--- config.mk ---
export PLATFORM = sky130hd
export DESIGN_NAME = mem_port_arbiter
export DESIGN_NICKNAME = d
export VERILOG_FILES = /design/src/rtl/riscv_mem_pkg.sv /design/src/rtl/ifetch_buf.sv /design/src/rtl/mem_port_arbiter.sv
export SDC_FILE = /design/constraint.sdc
export NUM_CORES = 1
export LEC_CHECK = 0
export ABC_AREA = 1
export CORE_AREA = 2 2 120 122
export CTS_CLUSTER_SIZE = 16
export DETAILED_ROUTE_END_ITERATION = 10
export DIE_AREA = 0 0 122 124
export PLACE_DENSITY = 0.94
export REMOVE_ABC_BUFFERS = 1
export SYNTH_ARGS = -nofsm -noshare
export SYNTH_HDL_FRONTEND = slang
export SYNTH_HIERARCHICAL = 1
export SYNTH_SLANG_ARGS = --single-unit
--- constraint.sdc ---
create_clock -name clk -period 7.18 [get_ports clk]
set_input_delay 1.077 -clock clk [delete_from_list [all_inputs] [get_ports clk]]
set_output_delay 1.077 -clock clk [all_outputs]
set_load 0.1 [all_outputs]
--- src/rtl/riscv_mem_pkg.sv ---
// rtl/riscv_mem_pkg.sv - shared types and defaults for the IF/MEM memory port arbiter
package riscv_mem_pkg;

    localparam int ADDR_W_DEF = 32;
    localparam int DATA_W_DEF = 32;

    typedef logic [1:0] arb_state_t;
    localparam arb_state_t ST_IDLE = 2'd0;
    localparam arb_state_t ST_REQ  = 2'd1;
    localparam arb_state_t ST_WAIT = 2'd2;

    typedef enum logic {
        OWN_I = 1'b0,
        OWN_D = 1'b1
    } owner_t;

endpackage

--- src/rtl/ifetch_buf.sv ---
// rtl/ifetch_buf.sv - one-entry fetch buffer with word tag compare and store-snoop invalidate
module ifetch_buf #(
    parameter int TAG_W  = 30,
    parameter int DATA_W = 32
) (
    input  logic              clk,
    input  logic              rst,
    input  logic [TAG_W-1:0]  lookup_tag,
    output logic              hit,
    output logic [DATA_W-1:0] hit_data,
    input  logic              fill_en,
    input  logic [TAG_W-1:0]  fill_tag,
    input  logic [DATA_W-1:0] fill_data,
    input  logic              snoop_en,
    input  logic [TAG_W-1:0]  snoop_tag
);

    logic              valid;
    logic [TAG_W-1:0]  tag;
    logic [DATA_W-1:0] data;

    // Fills and store snoops never coincide: only one memory transaction is in flight.
    always_ff @(posedge clk or posedge rst) begin
        if (rst) begin
            valid <= 1'b0;
            tag   <= '0;
            data  <= '0;
        end else if (snoop_en && valid && (snoop_tag == tag)) begin
            valid <= 1'b0;
        end else if (fill_en) begin
            valid <= 1'b1;
            tag   <= fill_tag;
            data  <= fill_data;
        end
    end

    assign hit      = valid && (tag == lookup_tag);
    assign hit_data = data;

endmodule

--- src/rtl/mem_port_arbiter.sv ---
// rtl/mem_port_arbiter.sv - IF/MEM shared memory port sequencer; IFETCH_BUF_EN adds a one-entry fetch buffer
module mem_port_arbiter
    import riscv_mem_pkg::*;
#(
    parameter int ADDR_W = ADDR_W_DEF,
    parameter int DATA_W = DATA_W_DEF
) (
    input  logic                clk,
    input  logic                rst,
    input  logic                if_req,
    input  logic [ADDR_W-1:0]   if_addr,
    input  logic                flush,
    output logic [DATA_W-1:0]   if_rdata,
    output logic                if_done,
    input  logic                d_req,
    input  logic                d_we,
    input  logic [ADDR_W-1:0]   d_addr,
    input  logic [DATA_W-1:0]   d_wdata,
    input  logic [DATA_W/8-1:0] d_be,
    output logic [DATA_W-1:0]   d_rdata,
    output logic                d_done,
    output logic                stall_if,
    output logic                stall_mem,
    output logic                mem_req,
    output logic                mem_we,
    output logic [ADDR_W-1:0]   mem_addr,
    output logic [DATA_W-1:0]   mem_wdata,
    output logic [DATA_W/8-1:0] mem_be,
    input  logic                mem_gnt,
    input  logic                mem_rvalid,
    input  logic [DATA_W-1:0]   mem_rdata
);

    arb_state_t state;
    owner_t     owner;
    logic       kill;
    logic       d_start;
    logic       i_want;
    logic       i_start;
    logic       resp;

    assign stall_if  = if_req & ~if_done;
    assign stall_mem = d_req & ~d_done;

    // A requester whose done pulse is out this cycle already has its answer.
    assign d_start = (state == ST_IDLE) & d_req & ~d_done;
    assign i_want  = (state == ST_IDLE) & if_req & ~if_done & ~flush & ~d_start;
    assign resp    = (((state == ST_REQ) & mem_gnt) | (state == ST_WAIT)) & mem_rvalid;

`ifdef IFETCH_BUF_EN
    logic              buf_hit;
    logic [DATA_W-1:0] buf_data;

    ifetch_buf #(
        .TAG_W  (ADDR_W - 2),
        .DATA_W (DATA_W)
    ) u_ifetch_buf (
        .clk        (clk),
        .rst        (rst),
        .lookup_tag (if_addr[ADDR_W-1:2]),
        .hit        (buf_hit),
        .hit_data   (buf_data),
        .fill_en    (resp & (owner == OWN_I) & ~kill & ~flush),
        .fill_tag   (mem_addr[ADDR_W-1:2]),
        .fill_data  (mem_rdata),
        .snoop_en   ((state == ST_REQ) & mem_gnt & mem_we),
        .snoop_tag  (mem_addr[ADDR_W-1:2])
    );

    assign i_start = i_want & ~buf_hit;
`else
    assign i_start = i_want;
`endif

    always_ff @(posedge clk or posedge rst) begin
        if (rst) begin
            state     <= ST_IDLE;
            owner     <= OWN_I;
            kill      <= 1'b0;
            mem_req   <= 1'b0;
            mem_we    <= 1'b0;
            mem_addr  <= '0;
            mem_wdata <= '0;
            mem_be    <= '0;
            if_done   <= 1'b0;
            d_done    <= 1'b0;
            if_rdata  <= '0;
            d_rdata   <= '0;
        end else begin
            if_done <= 1'b0;
            d_done  <= 1'b0;
            case (state)
                ST_IDLE: begin
                    kill <= 1'b0;
                    if (d_start) begin
                        owner     <= OWN_D;
                        mem_we    <= d_we;
                        mem_addr  <= d_addr;
                        mem_wdata <= d_wdata;
                        mem_be    <= d_be;
                        mem_req   <= 1'b1;
                        state     <= ST_REQ;
                    end else if (i_start) begin
                        owner     <= OWN_I;
                        mem_we    <= 1'b0;
                        mem_addr  <= if_addr;
                        mem_wdata <= '0;
                        mem_be    <= '1;
                        mem_req   <= 1'b1;
                        state     <= ST_REQ;
                    end
`ifdef IFETCH_BUF_EN
                    else if (i_want) begin
                        if_done  <= 1'b1;
                        if_rdata <= buf_data;
                    end
`endif
                end
                ST_REQ: begin
                    if (mem_gnt) begin
                        mem_req <= 1'b0;
                        state   <= mem_rvalid ? ST_IDLE : ST_WAIT;
                    end
                end
                ST_WAIT: begin
                    if (mem_rvalid) state <= ST_IDLE;
                end
                default: state <= ST_IDLE;
            endcase

            // A killed fetch still drains on the memory side; only its result is dropped.
            if ((state != ST_IDLE) && (owner == OWN_I))
                kill <= ~resp & (kill | flush);

            if (resp) begin
                if (owner == OWN_D) begin
                    d_done  <= 1'b1;
                    d_rdata <= mem_rdata;
                end else if (!kill && !flush) begin
                    if_done  <= 1'b1;
                    if_rdata <= mem_rdata;
                end
            end
        end
    end

endmodule
* Word-level counts from Yosys, hierarchy flattened
Cells that the tools add are included.
** Storage, ports and cells
- Register bits after elaboration :: 140
- Bits of input ports :: 140
** Cells by class
- Reductions and logical operators :: 14
- Bitwise logic cells :: 19
- Muxes and demuxes :: 26
- Equality and inequality tests :: 5
** Operators with widths (count)
- 2-to-1 mux 32 bit :: 4
- 2-to-1 mux 1 bit :: 13
- bitwise AND 1 bit :: 11
- 2-to-1 mux 2 bit :: 5
- AND reduction 3 bit :: 3
- 2-to-1 mux 4 bit :: 2
- nonzero test 2 bit :: 4
- NOT 1 bit :: 6
- case mux 2 bit (3 select lines) :: 1
- inequality test 2 bit (second input constant) :: 2
- AND reduction 2 bit :: 2
- inequality test 3 bit (second input constant) :: 1
- == test 2 x 1 -> 1 bit (second input constant) :: 1
- == test 2 bit (second input constant) :: 1
- logical AND 1 bit :: 2
- logical NOT 1 bit :: 2
- logical NOT 2 bit :: 1
- OR 1 bit :: 2
- case mux 1 bit (2 select lines) :: 1

* Logic depth before layout (Yosys ltp)
Gate-level depths: netlist of run 1.
- Depth in word-level cells :: 8
- Depth in mapped cells :: 8

* Worst setup path after synthesis of run 1
No wires, ideal clock.
- Path type :: in2out
- Start :: input if_req
- End :: output stall_if
- Data required time :: 6.103 ns
- Path slack :: 3.694 ns
- Arrival :: 2.409 ns
- Stages on the path :: 2
- Cell sequence :: inv_1 > nor2_1
** Between the ends
- Cells in the longest elaborated chain, start to end :: 1
** Ends and longest elaborated chain
- start, declared :: RTL line mem_port_arbiter.sv:10 : input logic if_req,
- bitwise AND 1 bit :: RTL line mem_port_arbiter.sv:42 : assign stall_if = if_req & ~if_done;
- end, declared :: RTL line mem_port_arbiter.sv:22 : output logic stall_if,
No other way between the ends.

* Worst setup path in the final report of run 1
- Start :: input d_req
- End :: output stall_mem
** Between the ends
- Cells in the longest elaborated chain, start to end :: 1
** Ends and longest elaborated chain
- start, declared :: RTL line mem_port_arbiter.sv:15 : input logic d_req,
- bitwise AND 1 bit :: RTL line mem_port_arbiter.sv:43 : assign stall_mem = d_req & ~d_done;
- end, declared :: RTL line mem_port_arbiter.sv:23 : output logic stall_mem,
No other way between the ends.

==> impl_metrics.py, run 1 <==
metrics = {
    "sta": {
        "max_freq_mhz": 235,
        "worst_slew_pin_slew_ns": 1.10,
        "min_period_over_period_pct": 59.3,
        "setup_viol": 0,
        "max_slew_margin_pct": 26.7,
        "setup-tns-final_ns": 0,
        "timing.final.max_slew_violations": 0,
        "rsz0062_at_grt": "false",
        "setup_ws_ns": 2.92,
        "finalClockSkew_ns": 0.00787,
        "fin_crit_ns": 4.26,
        "hold_viol_final": 0,
    },
    "clock_network": {
        "clockBufferDepth": 2,
        "clk_pin_slew_ns": 0.06,
        "clock_sinks": 140,
        "postCtsSetupRepairBufs": 0,
        "root_buffer": "clkbuf_16",
        "clk_latency_ns": 0.42,
        "cts_made_buffers": 17,
        "cts_tree": "done",
        "cts.repair.resized": 0,
        "htree_levels": 4,
        "hold_buffers": 0,
    },
    "global_routing": {
        "track_usage_pct": 26.4,
        "grt_pass1_wl_mm": 30.8,
        "grt_max_degree": 107,
        "grt-ovfl-total": 0,
        "grt_pass1_vias": 6051,
        "antenna_found_initial": 0,
    },
    "cells_and_area": {
        "final_area_mm2": 0.00955,
        "layout-drive-gt1-share_pct": 4.83,
        "area_growth_pct": 55.3,
        "stdcell_count": 1175,
        "nets": 1123,
    },
    "logic_synthesis": {
        "synth_cell_types": 20,
        "ys_warn_count": 6,
        "syn_inst": 735,
        "synth-seq-cells": 140,
        "synthesis.area_mm2": 0.00615,
        "synth_area_per_cell_um2": 8.36,
        "synth_top_area_cell": "dfrtp_1",
        "synth_top_cell_area_share_pct": 57.0,
        "ys_seq_area_share_pct": 57.0,
        "ys_top_cells_by_area": "dfrtp_1 (57%), nand2_1 (21%), nand3_1 (8.6%)",
    },
    "worst_setup_path": {
        "endpoint_kind": "primary output",
        "cp_max_fo": 34,
        "start_kind": "input pin",
        "r2r_setup_slack_ns": 3.95,
        "r2r_start": "state[0]",
        "rr_worst_depth": 5,
        "worstReg2RegEnd": "mem_addr[11]",
        "arrival_ns": 3.18,
        "required_ns": 6.10,
        "crit_type": "input pin to primary output",
    },
    "die": {
        "die_w_um": 122,
        "ioPinCount": 278,
        "fp.dieH_um": 124,
        "initial_core_util_pct": 44.8,
        "die_area_mm2": 0.0151,
        "row_count": 43,
        "coreArea_mm2": 0.0137,
    },
    "placement": {
        "dp_hpwl_mm": 13.3,
        "portBuffers": 277,
        "place_area_mm2": 0.00892,
        "dp.cells": 1144,
        "gp_congestion": 0.775,
        "pre_cts_slack_ns": 2.92,
    },
    "hold_path": {
        "hold_path_end": "if_rdata[23]",
        "hold_start": "if_rdata[23]",
        "min_path_cells": 2,
        "hp-class": "flop to flop",
    },
    "detailed_routing": {
        "ant_nets": 0,
        "wl_per_cell_um": 17.0,
        "route.detailed.drc": 0,
        "drt_wl_total_mm": 20.0,
        "num_vias": 6225,
        "viasPerCell": 5.30,
        "first_pass_iters": 5,
        "drtIter0Drc": 529,
    },
    "status": {
        "run_status": "complete, no violations",
    },
    "job": {
        "drv_cap": 0,
    },
}
==> Yosys cell counts, drive strengths merged <==
library cell / number
clkbuf: 26
inv: 16
dfrtp: 140
nand4: 64
o211ai: 1
nor2: 4
nand3: 107
buf: 31
o21ai: 1
a21oi: 2
nand2: 343
==> flip-flops by register name (all words and copies together) (netlist names), 2 cells and up <==
register / cells
d_rdata: 32
if_rdata: 32
mem_addr: 32
mem_wdata: 32
mem_be: 4
state: 2
==> critical path: stages <==
cell and delay [ns]:
clkdlybuf4s50_1 0.45, inv_1 0.04, nor2_2 0.06, buf_4 0.34, clkdlybuf4s50_1 1.21
==> final cells by class <==
cell class / instances / area, um^2
inverter: 16 / 65.1
timing repair buffer: 286 / 2840
sequential: 140 / 3500
clock buffer: 21 / 460
fill: 1010 / 4170
multi-input combinational: 522 / 2290
tap: 180 / 225
clock inverter: 9 / 163
antenna: 1 / 2.50
==> worst max path at each step <==
stage,from,end,slack (ns)
finish,d_req,stall_mem,2.92
global route,d_req,stall_mem,2.80
CTS,d_req,stall_mem,2.92
detailed placement,d_req,stall_mem,2.92
global placement,d_req,stall_mem,2.92
floorplan,d_req,owner,2.28
==> cell families (layout without fill, tap and decap cells) <==
family,Yosys count,after routing,share of synthesized area [%]
buffers and inverters,73,332,5.84
AO/OA/AOI/OAI,4,4,0.366
AND/OR/NAND/NOR,518,518,36.8
other,0,1,0
flip-flops,140,140,57.0
==> placed cells by master, fill, tap and decap left out, types with 3 or more instances in the layout <==
cell	instances
inv_1	13
bufinv_16	4
clkbuf_16	17
clkdlybuf4s50_1	276
dfrtp_1	140
clkinv_4	3
nand4_1	64
nand2_1	340
buf_4	9
nand3_1	106
==> metal layers <==
layer	track usage, %	part of all wire, %	up-vias
li1	-	-	2901
met1	29.5	37	2952
met2	44.4	49	315
met3	10.6	11	57
met4	12.1	3.2	0
met5	0	0	-
==> stage by stage <==
stage | hold WS, ns | util [%]
floorplan | 0.573 | -
global placement | 0.453 | 65.0
detailed placement | 0.458 | 65.0
CTS | 0.476 | 69.6
global route | 0.496 | 69.6
finish | 0.470 | 69.6
Power of run 1 is not shown: default switching activity piles up to over one toggle a cycle in this logic, so the estimate is an artifact.
==> inputs of run 2 (changes only) <==
CORE_AREA = 2 2 131 133   (was 2 2 120 122)
DIE_AREA = 0 0 133 135   (was 0 0 122 124)
PLACE_DENSITY = 0.85   (was 0.94)
clock period = 3.5 ns   (was 7.18 ns; I/O delays follow)
==> run 2 against run 1 <==
  * Routed wire length is 6.1% lower
  * Core utilization is 11 points lower
  * Register-to-register slack worse by 2.7 ns
  * Hold slack worse by 0.14 ns
  * Largest cell class unchanged
  * Via count is 3.3% lower
  * Die area is 19% higher
==> impl_metrics.py, run 2 (synthesized netlist as in run 1, its figures left out) <==
metrics = {
    "status": {
        "run_status": "complete, no violations",
    },
    "clock_network": {
        "hold_buffers": 0,
        "cts_tree": "done",
        "cts_made_buffers": 17,
        "htree_levels": 4,
        "clock_sinks": 140,
        "clk_latency_ns": 0.41,
        "root_buffer": "clkbuf_16",
        "cts.repair.resized": 0,
        "clockBufferDepth": 2,
        "clk_pin_slew_ns": 0.06,
        "postCtsSetupRepairBufs": 0,
    },
    "detailed_routing": {
        "route.detailed.drc": 0,
        "wl_per_cell_um": 15.4,
        "num_vias": 6020,
        "drt_wl_total_mm": 18.8,
        "drtIter0Drc": 233,
        "first_pass_iters": 4,
        "viasPerCell": 4.94,
        "ant_nets": 0,
    },
    "cells_and_area": {
        "area_growth_pct": 56.4,
        "stdcell_count": 1219,
        "nets": 1126,
        "n_antenna_cell": 0,
        "final_common_cell": "nand2_1",
        "layout-drive-gt1-share_pct": 5.61,
        "final_cell_mix": "nand2_1 (340), clkdlybuf4s50_1 (274), dfrtp_1 (140), nand3_1 (106), nand4_1 (64)",
    },
    "global_routing": {
        "grt_max_degree": 72,
        "antenna_found_initial": 0,
        "track_usage_pct": 20.8,
        "grt_pass1_wl_mm": 29.9,
        "grt-ovfl-total": 0,
        "grt_pass1_vias": 5858,
    },
    "placement": {
        "portBuffers": 277,
        "gp_congestion": 0.776,
        "dp.cells": 1187,
        "dp_hpwl_mm": 12.7,
    },
    "sta": {
        "rsz0062_at_grt": "false",
        "fin_crit_ns": 2.49,
        "hold_viol_final": 0,
        "worst_slew_pin_slew_ns": 1.05,
        "setup_viol": 0,
        "timing.final.max_slew_violations": 0,
        "min_period_over_period_pct": 71.2,
        "max_freq_mhz": 401,
        "max_slew_margin_pct": 30.0,
        "finalClockSkew_ns": 0.00693,
    },
    "worst_setup_path": {
        "crit_type": "flop to primary output",
        "max_stage_delay_ns": 1.19,
        "arrival_ns": 1.97,
        "start_kind": "flop",
        "required_ns": 2.97,
        "cp_max_fo": 2,
        "cp_slowest_cell": "clkdlybuf4s50_1",
        "cp_top_family": "buffers and inverters",
        "crit_chain": "clkdlybuf4s50_1",
        "endpoint_kind": "primary output",
        "crit_buf_inv": 1,
    },
    "job": {
        "drv_cap": 0,
    },
    "die": {
        "initial_core_util_pct": 37.5,
        "ioPinCount": 278,
        "row_count": 47,
        "fp.dieH_um": 135,
        "die_w_um": 133,
        "die_area_mm2": 0.0180,
        "coreArea_mm2": 0.0164,
    },
    "hold_path": {
        "hp-class": "input pin to flop",
    },
}
-- run 2: cell count changes in the layout (fill, tap and decap cells not counted), sizes merged --
cell           before  now
buf                10   15
bufinv              4    3
clkbuf             21   18
clkdlybuf4s50     276  274
clkinv              3    8
diode               1    0
inv                17   18
-- run 2: per-layer routing --
metal / vias to the layer above / GRT usage, % / part of all wire, %
met4: 0 / 6.99 / 1.9
met5: - / 0 / 0
met3: 22 / 6.83 / 9.5
met1: 2837 / 25.1 / 41
li1: 2907 / - / -
met2: 254 / 35.1 / 48
-- run 2: metrics by stage --
step	hold slack (ns)	area (um^2)	utilization (%)	setup slack, ns	TNS, ns
6_report	0.329	9610	58.6	1.01	0
5_1_grt	0.329	9610	58.6	0.951	0
4_1_cts	0.310	9610	58.6	0.988	0
3_5_place_dp	0.457	9010	54.9	0.944	0
3_3_place_gp	0.453	9010	54.9	0.989	0
2_1_floorplan	0.573	5850	-	-1.21	-186.13
-- run 2: worst paths after layout --
kind	from	end	slack (ns)	cells after the start
setup reg to reg	state[0]	mem_be[2]	1.21	7
max in group asynchronous	rst	mem_wdata[27]	2.18	3
min in group asynchronous	rst	mem_wdata[23]	0.50	2
hold / removal	mem_rvalid	state[1]	0.33	2
setup / recovery	d_rdata[20]	d_rdata[20]	1.01	1
hold reg to reg	d_rdata[21]	d_rdata[21]	0.47	2
-- run 2: area by class of cell --
| class | count | area, um^2 |
|---|---|---|
| Clock buffer | 18 | 429 |
| Clock inverter | 14 | 170 |
| Fill cell | 1364 | 6800 |
| Inverter | 16 | 65.1 |
| Multi-Input combinational cell | 522 | 2290 |
| Sequential cell | 140 | 3500 |
| Tap cell | 220 | 275 |
| Timing Repair Buffer | 289 | 2880 |
-- run 2: worst register-to-register path: cells and delay by family (launching register included) --
family	cells	cell delay (ns)
and+or+nand+nor	5	0.78
buffers and inverters	2	0.96
DFF	1	0.44
Power of run 2 is left out for the same reason.
==> inputs of run 3 (changes only) <==
clock period = 2.2 ns   (was 3.5 ns; I/O delays follow)
==> run 3 against run 2 <==
  * Register-to-register slack lost 0.60 ns
  * Critical endpoint is now stall_mem
  * Design area shrank 2.2%
  * Highest routed layer unchanged
  * Core utilization shrank 1.3 points
  * Setup slack lost 0.61 ns
  * Non-clock buffer count grew 5
==> impl_metrics.py, run 3 (synthesized netlist as in run 1, its figures left out) <==
metrics = {
    "status": {
        "run_status": "complete, no violations",
    },
    "cells_and_area": {
        "layout-drive-gt1-share_pct": 19.5,
        "nets": 1131,
        "final_cell_mix": "nand2_1 (340), buf_4 (141), dfrtp_1 (140), clkdlybuf4s50_1 (138), nand3_1 (106)",
        "n_antenna_cell": 0,
        "area_growth_pct": 53.0,
        "nFillCells": 1459,
        "final_common_cell": "nand2_1",
    },
    "sta": {
        "setup_viol": 0,
        "rsz0062_at_grt": "false",
        "max_slew_margin_pct": 70.3,
        "finalClockSkew_ns": 0.00741,
        "max_freq_mhz": 554,
        "timing.final.max_slew_violations": 0,
        "min_period_over_period_pct": 82.0,
        "fin_crit_ns": 1.80,
        "setup-tns-final_ns": 0,
        "hold_ws_ns": 0.233,
        "worst_slew_pin_slew_ns": 0.446,
        "hold_viol_final": 0,
    },
    "placement": {
        "gp_congestion": 0.777,
        "portBuffers": 277,
        "dp_hpwl_mm": 13.0,
    },
    "worst_setup_path": {
        "start_kind": "flop",
        "cp_top_family": "buffers and inverters",
        "crit_type": "flop to primary output",
        "crit_top_cell": "buf_12",
        "max_stage_delay_ns": 0.40,
        "arrival_ns": 1.47,
        "endpoint_kind": "primary output",
        "crit_buf_inv": 2,
        "r2r_setup_slack_ns": 0.61,
        "cp_max_fo": 33,
        "crit_chain": "nor2_2 > buf_12 > buf_12",
        "required_ns": 1.87,
        "cp_slowest_cell": "dfrtp_1",
    },
    "die": {
        "die_area_mm2": 0.0180,
        "fp.dieH_um": 135,
        "row_count": 47,
        "ioPinCount": 278,
        "coreArea_mm2": 0.0164,
        "initial_core_util_pct": 37.5,
        "die_w_um": 133,
    },
    "clock_network": {
        "cts.repair.resized": 0,
        "clk_latency_ns": 0.41,
        "postCtsSetupRepairBufs": 0,
        "root_buffer": "clkbuf_16",
        "clk_pin_slew_ns": 0.06,
        "cts_made_buffers": 17,
        "clock_sinks": 140,
        "hold_buffers": 0,
        "htree_levels": 4,
        "clockBufferDepth": 2,
        "cts_tree": "done",
    },
    "job": {
        "drv_cap": 0,
    },
    "detailed_routing": {
        "first_pass_iters": 6,
        "num_vias": 6097,
        "drtIter0Drc": 263,
        "drt_wl_total_mm": 18.7,
        "ant_nets": 0,
        "viasPerCell": 4.99,
        "wl_per_cell_um": 15.3,
        "route.detailed.drc": 0,
    },
    "global_routing": {
        "track_usage_pct": 21.0,
        "antenna_found_initial": 0,
        "grt_max_degree": 72,
        "grt-ovfl-total": 0,
        "grt_pass1_wl_mm": 30.3,
        "grt_pass1_vias": 5987,
    },
    "hold_path": {
        "hp-class": "input pin to flop",
    },
}
==> run 3: cell count changes in the layout (fill, tap and decap cells not counted), sizes merged <==
cell	change
clkbuf	+1
clkdlybuf4s50	-136
bufinv	-2
inv	-1
buf	+141
clkinv	+1
==> run 3: stage by stage <==
stage,util [%],std cells,cell area (um^2),setup slack [ns]
floorplan,-,678,5850,-2.51
global placement,54.0,1192,8860,0.241
detailed placement,54.0,1192,8860,0.252
CTS,57.3,1223,9400,0.382
global route,57.3,1223,9400,0.357
finish,57.3,1223,9400,0.396
==> run 3: final cells by class <==
type                    instances  area (um^2)  area share [%]
clock inverters                12         98.8            1.05
inverters                      16         65.1           0.692
well taps                     220          275            2.93
flip-flops and latches        140         3500            37.3
multi-input cells             522         2290            24.4
repair buffers                294         2730            29.0
clock buffers                  19          443            4.71
==> run 3: layer usage <==
layer | track usage, % | part of all wire, % | vias to the layer above
met5 | 0 | 0 | -
met4 | 7.53 | 1.9 | 0
met3 | 6.08 | 10 | 25
met2 | 34.9 | 48 | 286
met1 | 26.3 | 40 | 2866
li1 | - | - | 2920
==> run 3: path summary, 6_finish.rpt <==
path                        startpoint            to  depth (start not counted)
setup / recovery                d_done     stall_mem                          3
hold / removal              mem_rvalid      state[1]                          2
setup reg to reg              state[1]   d_rdata[11]                          7
hold reg to reg            if_rdata[9]   if_rdata[9]                          2
max in group asynchronous          rst  mem_addr[18]                          3
min in group asynchronous          rst   d_rdata[14]                          2
Power of run 3 is left out for the same reason.
